[src/rtl/fifo_sync_param.sv]
// Single-clock parametrised FIFO with occupancy count, almost-full/empty thresholds,
// sticky overflow/underflow flags and selectable registered or first-word-fall-through read.
module fifo_sync_param #(
  parameter int MEMORY_WIDTH    = 8,
  parameter int ADDRESS_SIZE    = 4,
  parameter int ALMOST_FULL_TH  = 12,
  parameter int ALMOST_EMPTY_TH = 2,
  parameter bit FWFT            = 1'b0
) (
  input  logic                    clk,
  input  logic                    rst_n,
  input  logic                    w_en,
  input  logic [MEMORY_WIDTH-1:0] wdata,
  input  logic                    r_en,
  output logic [MEMORY_WIDTH-1:0] rdata,
  output logic                    w_full,
  output logic                    r_empty,
  output logic                    w_almost_full,
  output logic                    r_almost_empty,
  output logic [ADDRESS_SIZE:0]   count,
  output logic                    overflow,
  output logic                    underflow,
  input  logic                    err_clr
);

  localparam int MEMORY_DEPTH = 2 ** ADDRESS_SIZE;
  localparam logic [ADDRESS_SIZE:0] AF_TH   = (ADDRESS_SIZE+1)'(ALMOST_FULL_TH);
  localparam logic [ADDRESS_SIZE:0] AE_TH   = (ADDRESS_SIZE+1)'(ALMOST_EMPTY_TH);
  localparam logic [ADDRESS_SIZE:0] PTR_ONE = (ADDRESS_SIZE+1)'(1);

  logic [MEMORY_WIDTH-1:0] mem [MEMORY_DEPTH];
  logic [ADDRESS_SIZE:0]   w_ptr;
  logic [ADDRESS_SIZE:0]   r_ptr;
  logic [ADDRESS_SIZE-1:0] w_addr;
  logic [ADDRESS_SIZE-1:0] r_addr;
  logic                    cw_en;
  logic                    cr_en;

  assign w_addr = w_ptr[ADDRESS_SIZE-1:0];
  assign r_addr = r_ptr[ADDRESS_SIZE-1:0];

  // The extra pointer MSB distinguishes a full wrap from an empty FIFO.
  assign r_empty        = (w_ptr == r_ptr);
  assign w_full         = (w_ptr[ADDRESS_SIZE] != r_ptr[ADDRESS_SIZE]) && (w_addr == r_addr);
  assign w_almost_full  = (count >= AF_TH);
  assign r_almost_empty = (count <= AE_TH);

  assign cw_en = w_en && !w_full;
  assign cr_en = r_en && !r_empty;

  always_ff @(posedge clk) begin
    if (!rst_n) begin
      w_ptr     <= '0;
      r_ptr     <= '0;
      count     <= '0;
      overflow  <= 1'b0;
      underflow <= 1'b0;
    end else begin
      if (cw_en) w_ptr <= w_ptr + PTR_ONE;
      if (cr_en) r_ptr <= r_ptr + PTR_ONE;

      case ({cw_en, cr_en})
        2'b10:   count <= count + PTR_ONE;
        2'b01:   count <= count - PTR_ONE;
        default: count <= count;
      endcase

      // A new error event in the same cycle as a clear keeps the flag set.
      if (w_en && w_full)  overflow <= 1'b1;
      else if (err_clr)    overflow <= 1'b0;

      if (r_en && r_empty) underflow <= 1'b1;
      else if (err_clr)    underflow <= 1'b0;
    end
  end

  always_ff @(posedge clk) begin
    if (rst_n && cw_en) mem[w_addr] <= wdata;
  end

  generate
    if (FWFT) begin : g_fwft
      assign rdata = mem[r_addr];
    end else begin : g_std
      always_ff @(posedge clk) begin
        if (!rst_n)     rdata <= '0;
        else if (cr_en) rdata <= mem[r_addr];
      end
    end
  endgenerate

endmodule

[config.mk]
export PLATFORM = sky130hd
export DESIGN_NAME = fifo_sync_param
export DESIGN_NICKNAME = d
export VERILOG_FILES = /design/src/rtl/fifo_sync_param.sv
export SDC_FILE = /design/constraint.sdc
export NUM_CORES = 1
export LEC_CHECK = 0
export ABC_AREA = 1
export ABC_CLOCK_PERIOD_IN_PS = 2590
export CORE_UTILIZATION = 60
export CTS_CLUSTER_DIAMETER = 100
export DETAILED_ROUTE_END_ITERATION = 10
export GPL_TIMING_DRIVEN = 0
export PLACE_DENSITY = 0.86
export SETUP_SLACK_MARGIN = 0.2
export SLEW_MARGIN = 20
export SYNTH_ARGS = -nofsm -noshare
export SYNTH_HDL_FRONTEND = slang
export SYNTH_SLANG_ARGS = --single-unit
export TNS_END_PERCENT = 20
[constraint.sdc]
create_clock -name clk -period 2.59 [get_ports clk]
set_input_delay 0.259 -clock clk [delete_from_list [all_inputs] [get_ports clk]]
set_output_delay 0.259 -clock clk [all_outputs]
set_load 0.005 [all_outputs]
# Yosys cells after proc, flatten, opt, wreduce, memory -nomap -nowiden
# Memories as Yosys holds them, arrays and structs flattened. A register that Yosys moved wholly into a read port is not among the register bits.
# Index checks and enable logic that the tools add are counted.
dict set report word_totals {
  register_bits 17
  ramBits 128
  input_bits 13
  wordCells 35
  latch_bits 0
  n_memories 1
  rom_bits 0
  output_inout_bits 19
}
# name depth width rd rd_clocked_by_memory_dff write_ports line
set memory_table {}
lappend memory_table {mem 16 8 1 1 1 31} ;# logic [MEMORY_WIDTH-1:0] mem [MEMORY_DEPTH];
dict set report op_classes {
  order_cmp 2
  n_reduce_logical 12
  muxes 6
  bitwise 0
  add_sub_neg 4
  n_eq_ne 5
  div 0
  shift 0
  mul 0
}
# cell count
set ops {}
lappend ops {{adder 5 x 1 -> 5 bit, second input constant} 3}
lappend ops {{case mux 5 bit (2 select lines)} 1}
lappend ops {{logical AND 1 bit} 6}
lappend ops {{nonzero test 2 bit} 3}
lappend ops {{== test 5 bit} 1}
lappend ops {{>= comparator 5 x 4 -> 1 bit, second input constant} 1}
lappend ops {{less-or-equal comparator 5 x 2 -> 1 bit, second input constant} 1}
lappend ops {{2-to-1 mux 1 bit} 5}
lappend ops {{subtractor 5 x 1 -> 5 bit, second input constant} 1}
lappend ops {{== test 4 bit} 1}
lappend ops {{zero test 1 bit} 3}
lappend ops {{== test 2 x 1 -> 1 bit, second input constant} 1}
lappend ops {{== test 2 bit, second input constant} 1}
lappend ops {{!= test 1 bit} 1}

# Longest topological paths before layout
# Gate-level depths: netlist of the first run.
dict set report depth {
  ltp_word 7
  mapped_depth 16
  ltp_nobuf 15
}

# Worst setup path before layout of the first run
# OpenSTA, ideal clock, no wires.
dict set report synth_path {
  path_type {reg-to-reg}
  from {register r_ptr[1]}
  to {register count[4]}
  t_required_ps 2520
  synth_period_minus_slack_ps 2335
  n_path_buf 1
  stages_incl_launch_ff 17
  slack_ps 255
  arrival_time_ps 2265
  cell_sequence {dfxtp_1 buf_2 inv_2 nand2_1 nand2_1 nor2_4 nand3_2 nand2_2 inv_1 ha_1 fa_1 nand2_1 nand2_1 a21oi_1 xor2_1 nand2_1 a21oi_1}
}
dict set report synth_via {
  elab_cells_between_ends 11
}
# element line
set synth_lines {}
lappend synth_lines {{from (decl)} 33} ;# logic [ADDRESS_SIZE:0] r_ptr;
lappend synth_lines {{from (signal assigned)} 60} ;# if (cr_en) r_ptr <= r_ptr + PTR_ONE;
lappend synth_lines {{== test 5 bit *} 43} ;# assign r_empty = (w_ptr == r_ptr);
lappend synth_lines {{zero test 1 bit *} 49} ;# assign cr_en = r_en && !r_empty;
lappend synth_lines {{logical AND 1 bit *} 49}
lappend synth_lines {{named net cr_en} 37} ;# logic cr_en;
lappend synth_lines {{== test 2 x 1 -> 1 bit or == test 2 bit (tied branches)} 62} ;# case ({cw_en, cr_en})
lappend synth_lines {{case mux 5 bit (2 select lines) or nonzero test 2 bit (tied branches)} --}
lappend synth_lines {{to (signal assigned)} 63} ;# 2'b10: count <= count + PTR_ONE;
lappend synth_lines {{to (signal assigned)} 64} ;# 2'b01: count <= count - PTR_ONE;
lappend synth_lines {{to (signal assigned)} 65} ;# default: count <= count;
lappend synth_lines {{to (decl)} 20} ;# output logic [ADDRESS_SIZE:0] count,
# The timed path passes the listed nets; every way through them passes the cells marked *.
# A chain may end at the register's enable or synchronous reset.

# Worst setup path after layout of the first run
dict set report layout_path {
  from {register w_ptr[3]}
  to {output port r_empty}
}
dict set report layout_via {
  elab_chain_cells 1
}
# element line
set layout_rtl {}
lappend layout_rtl {{from (decl)} 32} ;# logic [ADDRESS_SIZE:0] w_ptr;
lappend layout_rtl {{from (signal assigned)} 59} ;# if (cw_en) w_ptr <= w_ptr + PTR_ONE;
lappend layout_rtl {{== test 5 bit} 43}
lappend layout_rtl {{to (decl)} 17} ;# output logic r_empty,
# No other way between the ends.

==> impl_metrics.py, run 1 <==
metrics = {
    "floorplan": {
        "initial_core_util_pct": 61.9,
        "io-pin-count": 32,
        "dieHeight_um": 108,
        "rows": 38,
        "die_width_um": 108,
        "die_area_um2": 11700,
        "core_area_um2": 10900,
    },
    "worst_hold_path": {
        "hold_class": "reg -> reg",
        "hold_end": "overflow",
        "hold_path_depth": 2,
        "min_from": "overflow",
    },
    "outcome": {
        "status": "finished, final reports clean",
    },
    "setup_path": {
        "r2r-start": "r_ptr[1]",
        "cp.arrival_ps": 2130,
        "rr_worst_depth": 10,
        "worstPathRequired_ps": 2330,
        "crit_type": "reg -> out",
        "cp-start-kind": "flip-flop",
        "worstSetupEndpointType": "output pin",
        "path_max_fanout": 6,
        "r2r-end": "mem[8][3]",
        "reg2reg_slack_ps": 230,
    },
    "clock_tree": {
        "clk_pin_slew_ps": 70,
        "cts_buffers": 17,
        "cts_tree": "yes",
        "cts_max_level": 4,
        "clock_sinks": 153,
        "max-clock-path-buffers": 2,
        "cts-root-buf": "clkbuf_16",
        "postCtsHoldBufs": 0,
        "insertion_delay_ps": 430,
    },
    "sta": {
        "fmax_mhz": 418,
        "relSlewSlack_pct": 53.0,
        "hold_ws_ps": 478,
        "setup-violations-final": 0,
        "rsz0062_at_grt": "true",
        "hold_violations": 0,
        "period_share_pct": 92.3,
        "drv_slew": 0,
        "period_minus_slack_ps": 2390,
        "finalSetupTns_ps": 0,
        "finClkSkew_ps": 11.9,
        "tightest_slew_ps": 702,
    },
    "synth": {
        "synth.area.top_cells": "edfxtp_1, nand2_1, dfxtp_1, nor2_1, inv_1",
        "synth_area_per_cell_um2": 9.70,
        "ys_ff_latch": 153,
        "async_flop_share_pct": 0,
        "synth_top_family_by_area": "simple AND/OR/NAND/NOR gates",
        "yosys_warnings": 0,
        "synthMuxAreaShare_pct": 0,
        "ys_top_cells_by_count": "nand2_1, edfxtp_1, nor2_1, inv_1, nand3_1",
        "synth_edf_count": 128,
        "yosysMostFrequentCell": "nand2_1",
        "synth-simple-area-share_pct": 20.0,
        "synth_top_cell_by_area": "edfxtp_1",
        "synth.cell_area_um2": 6770,
        "synth_flop_cell": "edfxtp_1",
        "synth_adder_area_share_pct": 1.96,
        "yosysUniqueCellTypes": 26,
        "yosysSeqAreaShare_pct": 64.2,
        "synth_xor_area_share_pct": 1.55,
        "syn_inst": 698,
        "synth_nets": 721,
        "synth-compound-area-share_pct": 4.57,
        "synth_top_cell_area_share_pct": 56.8,
    },
    "pwr": {
        "fin_total_pwr_mw": 6.28,
        "vdd_ir_drop_max_v": 0.000430,
        "p_leak_nw": 3.32,
        "power_density_nw_per_um2": 776,
    },
    "route": {
        "remaining_drc_errors": 0,
        "dr.pass1.iters": 6,
        "via_per_inst": 5.70,
        "ant_nets": 0,
        "routed-via-count": 5184,
        "wl_per_cell_um": 18.0,
        "drt_iter0_markers": 768,
        "wl_um": 16400,
    },
    "grt": {
        "grt_max_degree": 17,
        "antenna_found_initial": 0,
        "gr-total-overflow": 0,
        "first_global_vias": 4861,
        "grt_pass1_wl_um": 24300,
        "grtUsageTotal_pct": 28.6,
    },
    "placement": {
        "dp_hpwl_um": 9930,
        "placedInstanceArea_um2": 7250,
        "routabilityCongestion": 0.949,
        "portBuffers": 31,
    },
    "layout": {
        "areaGrowthSynthToFinish_pct": 19.6,
        "layout-drive-gt1-share_pct": 11.3,
        "nFillCells": 662,
        "design_area_um2": 8090,
        "layout.nets": 780,
        "num_antenna_cells": 0,
    },
    "flow_run": {
        "drv_cap": 0,
    },
}
report_power, final:
group / switching (mW) / internal [mW]
clock network: 0.996 / 1.52
registers: 0.0538 / 2.73
logic: 0.603 / 0.378
layout by cell type, fill, tap and decap left out, types with 4 or more instances in the layout:
cell	Yosys	layout
clkbuf_1	15	16
buf_2	9	7
buf_4	1	9
inv_1	98	97
nor2_2	1	7
nor2_4	1	11
clkdlybuf4s50_1	0	31
nand2_1	156	155
a21oi_1	20	19
ha_1	9	7
clkbuf_16	0	17
nor2_1	101	85
inv_2	3	4
dfxtp_1	25	21
xor2_1	8	8
xnor2_1	4	4
o21ai_0	38	37
edfxtp_1	128	128
nand3_1	68	68
buf_6	2	4
routing by layer:
metal  track usage (%)  part of all wire [%]
met2              48.0                    49
met3              6.45                    11
met1              35.6                    36
met5                 0                     0
met4              12.7                   3.6
worst max-delay path, stage by stage (launching register included):
cell,delay [ps]
dfxtp_2,400
inv_1,140
nand2_1,100
nand2_1,80
nor2_4,160
nand3_2,100
buf_4,160
inv_1,70
clkdlybuf4s50_1,500
timing repair:
item                                    in CTS  in global routing
endpoints found under the setup margin     134                133
gates resized for setup                     13                 32
setup buffers                                1                  8
pin swaps                                    1                  6
area by class of cell:
class	count	area [µm²]	area share, %
buffer	29	151	1.87
clock buffer	18	429	5.30
clock inverter	14	173	2.13
inverter	102	383	4.73
multi-input combinational	414	2040	25.2
sequential	153	4350	53.8
tap	140	175	2.16
timing repair buffer	40	390	4.82
sequential cells by signal (all words and copies together) (netlist names):
name	cells
rdata	8
underflow	1
r_ptr	5
mem	128
w_ptr	5
overflow	1
count	5
worst max path at each step:
| stage | slack, ps | start | to | cells after the start |
|---|---|---|---|---|
| final | 200 | w_ptr[3] | r_empty | 8 |
| after global routing | 120 | w_ptr[2] | count[4] | 16 |
| after CTS | 60 | r_ptr[1] | count[4] | 16 |
| after detailed placement | -130 | r_ptr[0] | count[4] | 16 |
| after global placement | -60 | r_ptr[1] | count[4] | 16 |
| after floorplan | 250 | r_ptr[1] | count[4] | 16 |
kinds of logic after synthesis:
group / after synthesis
xor+xnor: 12
buf+inv: 131
flops: 153
compound gates: 61
fa+ha+maj: 10
simple gates: 331
per-stage QoR:
stage	instances	util [%]	setup slack [ps]
final	910	74.0	200
after global routing	910	74.0	116
after CTS	902	72.2	64.7
after detailed placement	869	66.3	-134
after global placement	869	66.3	-60.8
after floorplan	698	-	255
No activity file was read; power rests on OpenSTA's default activity.
==> run 2: changes to the inputs <==
ABC_CLOCK_PERIOD_IN_PS = 2550   (was 2590)
clock period = 2.55 ns   (was 2.59 ns; I/O delays follow)
==> run 2 against run 1 <==
Largest cell class unchanged. Combinational power up 9%. Critical endpoint is now count[4]. Worst hold slack lost 1.7 ps. Worst setup slack lost 21 ps. Total power up 3.0%. Sequential cell count unchanged. Final cell count rose by 0.99%. Non-clock buffer count increased by 9. Critical path type is now reg -> reg. Utilization grew 1.5 points. Count of clock-buffer cells in the layout did not move.
==> impl_metrics.py, run 2 (same netlist as run 1, synthesis figures left out) <==
metrics = {
    "sta": {
        "tightest_slew_ps": 778,
        "finalSetupTns_ps": 0,
        "hold_violations": 0,
        "period_minus_slack_ps": 2370,
        "drv_slew": 0,
        "setup_slack_ps": 179,
        "rsz0062_at_grt": "true",
        "relSlewSlack_pct": 48.0,
        "finClkSkew_ps": 9.28,
        "fmax_mhz": 422,
        "period_share_pct": 93.0,
        "setup-violations-final": 0,
    },
    "grt": {
        "grtUsageTotal_pct": 28.8,
        "gr-total-overflow": 0,
        "grt_pass1_wl_um": 24400,
        "first_global_vias": 4897,
        "grt_max_degree": 17,
        "antenna_found_initial": 0,
    },
    "clock_tree": {
        "cts_tree": "yes",
        "clk_pin_slew_ps": 70,
        "postCtsHoldBufs": 0,
        "max-clock-path-buffers": 2,
        "insertion_delay_ps": 430,
        "cts_buffers": 17,
        "clock_sinks": 153,
        "cts_max_level": 4,
        "cts-root-buf": "clkbuf_16",
    },
    "setup_path": {
        "crit_slowest_cell": "dfxtp_4",
        "slowest_delay_ps": 400,
        "worstPathRequired_ps": 2910,
        "crit_chain": "inv_4 > nand2_1 > nand2_1 > nor2_4 > nand3_2 > nand2_2 > inv_4 > ha_4 > fa_2 > nand2_1 > nand2_1 > a21oi_2 > xor2_1 > nand2_1 > a21oi_1",
        "path_max_fanout": 6,
        "cp-start-kind": "flip-flop",
        "crit_top_cell": "nand2_1",
        "crit_buf_inv": 2,
        "worstSetupEndpointType": "flip-flop",
        "crit_type": "reg -> reg",
        "cp.arrival_ps": 2730,
        "critPathTopFamily": "simple AND/OR/NAND/NOR gates",
    },
    "placement": {
        "portBuffers": 31,
        "placedInstanceArea_um2": 7250,
        "dpl_worst_slack_ps": -174,
        "routabilityCongestion": 0.949,
        "dp_hpwl_um": 9930,
    },
    "route": {
        "drt_iter0_markers": 915,
        "wl_um": 17900,
        "ant_nets": 0,
        "via_per_inst": 5.96,
        "wl_per_cell_um": 19.5,
        "routed-via-count": 5479,
        "remaining_drc_errors": 0,
        "dr.pass1.iters": 7,
    },
    "floorplan": {
        "core_area_um2": 10900,
        "die_area_um2": 11700,
        "io-pin-count": 32,
        "die_width_um": 108,
        "dieHeight_um": 108,
        "initial_core_util_pct": 61.9,
        "rows": 38,
    },
    "layout": {
        "design_area_um2": 8260,
        "reg_top3": "mem (128), rdata (8)",
        "layout_commonest_cell": "nand2_1",
        "final_cell_mix": "nand2_1, edfxtp_1, inv_1",
        "largest_register_ffs": 128,
        "max_flop_register": "mem",
        "layout.nets": 789,
        "num_antenna_cells": 0,
        "layout-drive-gt1-share_pct": 14.4,
        "areaGrowthSynthToFinish_pct": 22.0,
    },
    "flow_run": {
        "drv_cap": 0,
    },
    "pwr": {
        "power_density_nw_per_um2": 783,
        "vdd_ir_drop_max_v": 0.000452,
        "fin_total_pwr_mw": 6.47,
        "p_leak_nw": 3.39,
    },
    "worst_hold_path": {
        "hold_class": "reg -> reg",
    },
    "outcome": {
        "status": "finished, final reports clean",
    },
}
[run 2: changes by cell type in the layout (fill, tap and decap cells not counted), moves of 4 or more]
cell	before	now
inv_4	0	6
nand2_1	155	146
buf_4	9	17
dfxtp_1	21	17
nand2_2	2	8
[run 2: final timing paths]
check	startpoint	end	slack, ps	cells past startpoint
hold reg to reg	overflow	overflow	480	2
setup / recovery	w_ptr[3]	count[4]	180	15
setup reg to reg	w_ptr[3]	count[4]	180	15
hold / removal	overflow	overflow	480	2
[run 2: cell type report]
class	count	area [µm²]
fill	618	2680
buffer	29	155
inverter	102	398
timing repair buffer	49	470
sequential	153	4360
clock buffer	18	429
multi-input combinational	414	2090
tap	140	175
clock inverter	14	173
[run 2: power breakdown]
part	internal (mW)	total (mW)	switching [mW]
logic	0.415	1.07	0.656
registers	2.77	2.83	0.0578
clock network	1.54	2.57	1.02
total	4.73	6.47	1.74
[run 2: tightest hold or removal path, cell delays in order, from the launching register on]
cell and delay, ps:
dfxtp_1 310, nand2_1 60, a21oi_1 60
[run 2: per-layer routing]
metal / vias up / track usage [%] / part of all wire, %
met5: - / 0 / 0
met4: 0 / 12.8 / 4.2
met3: 94 / 6.39 / 12
met2: 465 / 48.5 / 48
met1: 2523 / 35.4 / 36
li1: 2397 / - / -
[run 2: timing repair]
| action | 4_1_cts | 5_1_grt |
|---|---|---|
| buffers inserted | 1 | 17 |
| endpoints found under the setup margin | 134 | 134 |
| resized for setup | 15 | 62 |
| pin swaps | 1 | 13 |
| gates cloned | 0 | 0 |
[run 2: through the flow]
step                cells  hold WS (ps)  util (%)
finish                919           476      75.5
global route          919           496      75.5
CTS                   902           478      72.4
detailed placement    869           470      66.3
global placement      869           451      66.3
floorplan             698           354         -
==> run 3: changes to the inputs <==
CORE_MARGIN = 1.5   (was not set)
SETUP_SLACK_MARGIN = 0.5   (was 0.2)
SKIP_LAST_GASP = 1   (was not set)
==> run 3 against run 2 <==
The flow now finishes with violations (design-rule violations). Final cell count up 0.54%. Sequential power about the same. Utilization up 0.57 points. Worst setup slack better by 83 ps. Total power up 2.3%. Combinational power about the same. Worst hold slack worse by 11 ps. Routed wire length down 2.3%. Register-to-register slack better by 80 ps. Maximum frequency up 3.6%. Critical path depth down 1.
==> impl_metrics.py, run 3 (same netlist as run 1, synthesis figures left out) <==
metrics = {
    "sta": {
        "fmax_mhz": 437,
        "relSlewSlack_pct": 48.8,
        "setup-violations-final": 0,
        "finalSetupTns_ps": 0,
        "drv_slew": 0,
        "rsz0062_at_grt": "true",
        "hold_violations": 0,
        "period_minus_slack_ps": 2290,
        "hold_ws_ps": 465,
        "tightest_slew_ps": 766,
        "period_share_pct": 89.7,
        "finClkSkew_ps": 8.23,
        "setup_slack_ps": 262,
    },
    "clock_tree": {
        "cts-root-buf": "clkbuf_16",
        "cts_tree": "yes",
        "max-clock-path-buffers": 2,
        "postCtsHoldBufs": 0,
        "clk_pin_slew_ps": 70,
        "insertion_delay_ps": 420,
        "cts_buffers": 17,
        "cts_max_level": 4,
        "clock_sinks": 153,
    },
    "floorplan": {
        "die_width_um": 109,
        "io-pin-count": 32,
        "dieHeight_um": 109,
        "initial_core_util_pct": 61.9,
        "rows": 38,
        "die_area_um2": 11900,
        "core_area_um2": 10900,
    },
    "layout": {
        "num_antenna_cells": 0,
        "layout_commonest_cell": "nand2_1",
        "largest_register_ffs": 128,
        "areaGrowthSynthToFinish_pct": 22.9,
        "layout.nets": 794,
        "layout.cells.non_filler": 924,
        "final_cell_mix": "nand2_1, edfxtp_1, inv_1",
        "design_area_um2": 8320,
        "max_flop_register": "mem",
        "reg_top3": "mem (128), rdata (8)",
        "layout-drive-gt1-share_pct": 14.8,
        "fin_util_pct": 76.1,
    },
    "route": {
        "remaining_drc_errors": 1,
        "via_per_inst": 5.91,
        "routed-via-count": 5457,
        "drt_iter0_markers": 790,
        "ant_nets": 0,
        "wl_per_cell_um": 19.0,
        "wl_um": 17500,
        "dr.pass1.iters": 11,
    },
    "grt": {
        "gr-total-overflow": 0,
        "first_global_vias": 5195,
        "grt_max_degree": 17,
        "grt_pass1_wl_um": 26600,
        "antenna_found_initial": 0,
        "grtUsageTotal_pct": 30.9,
    },
    "placement": {
        "dpl_worst_slack_ps": 7.83,
        "placedInstanceArea_um2": 7280,
        "dpl.cell_count": 869,
        "dp_hpwl_um": 9980,
        "routabilityCongestion": 0.975,
        "portBuffers": 31,
    },
    "setup_path": {
        "rr_worst_depth": 14,
        "worstPathRequired_ps": 2900,
        "slowest_delay_ps": 400,
        "path_max_fanout": 6,
        "crit_type": "reg -> reg",
        "r2r-start": "w_ptr[1]",
        "worstSetupEndpointType": "flip-flop",
        "cp-start-kind": "flip-flop",
        "cp.arrival_ps": 2640,
        "crit_chain": "inv_1 > nand2_1 > nand2_2 > nor2_4 > nand3_4 > nand2_4 > inv_4 > ha_4 > buf_4 > ha_1 > a21oi_2 > xor2_1 > nand2_1 > a21oi_2",
        "critPathLaunch": "w_ptr[1]",
        "crit_slowest_cell": "dfxtp_2",
    },
    "worst_hold_path": {
        "min_from": "underflow",
        "hold_path_depth": 2,
        "hold_class": "reg -> reg",
    },
    "outcome": {
        "status": "finished with violations",
        "failed_checks": "design-rule violations",
    },
    "pwr": {
        "power_density_nw_per_um2": 796,
        "fin_total_pwr_mw": 6.62,
        "p_leak_nw": 3.43,
        "vdd_ir_drop_max_v": 0.000496,
    },
    "flow_run": {
        "drv_cap": 0,
    },
}
run 3: path summary, 6_finish.rpt:
path | end | slack (ps)
worst max-delay path | count[4] | 260
worst max register to register | count[4] | 260
worst min-delay path | underflow | 470
worst min register to register | underflow | 470
run 3: critical path, delay by kind of cell, from the launching register on:
| family | cells | cell delay [ps] |
|---|---|---|
| AND/OR/NAND/NOR | 6 | 590 |
| XOR/XNOR | 1 | 150 |
| buffers and inverters | 3 | 290 |
| flip-flops | 1 | 400 |
| AO/OA/AOI/OAI | 2 | 280 |
| adder cells (fa/ha/maj) | 2 | 480 |
run 3: power breakdown:
group / total (mW) / switching (mW) / leakage (nW) / internal, mW
logic: 1.08 / 0.656 / 1.77 / 0.421
registers: 2.83 / 0.0571 / 1.36 / 2.77
clock network: 2.71 / 1.05 / 0.299 / 1.66
total: 6.62 / 1.77 / 3.43 / 4.85
run 3: per-layer routing:
metal / track usage [%] / vias up / share of wire (%)
met3: 7.05 / 91 / 12
met1: 37.5 / 2503 / 34
li1: - / 2402 / -
met4: 16.0 / 0 / 4.2
met5: 0 / - / 0
met2: 51.8 / 461 / 49
run 3: final cells by class:
cell class / instances / area [µm²]
Sequential cell: 153 / 4360
Fill cell: 619 / 2620
Multi-Input combinational cell: 414 / 2100
Timing Repair Buffer: 54 / 502
Clock buffer: 17 / 425
Inverter: 102 / 393
Clock inverter: 15 / 214
Tap cell: 140 / 175
Buffer: 29 / 151
run 3: timing repair:
| action | in CTS | in global routing |
|---|---|---|
| setup buffers | 18 | 5 |
| resized for setup | 47 | 13 |
| pin swaps | 12 | 10 |
| endpoints found under the hold margin | 0 | 0 |
| endpoints found under the setup margin | 136 | 144 |
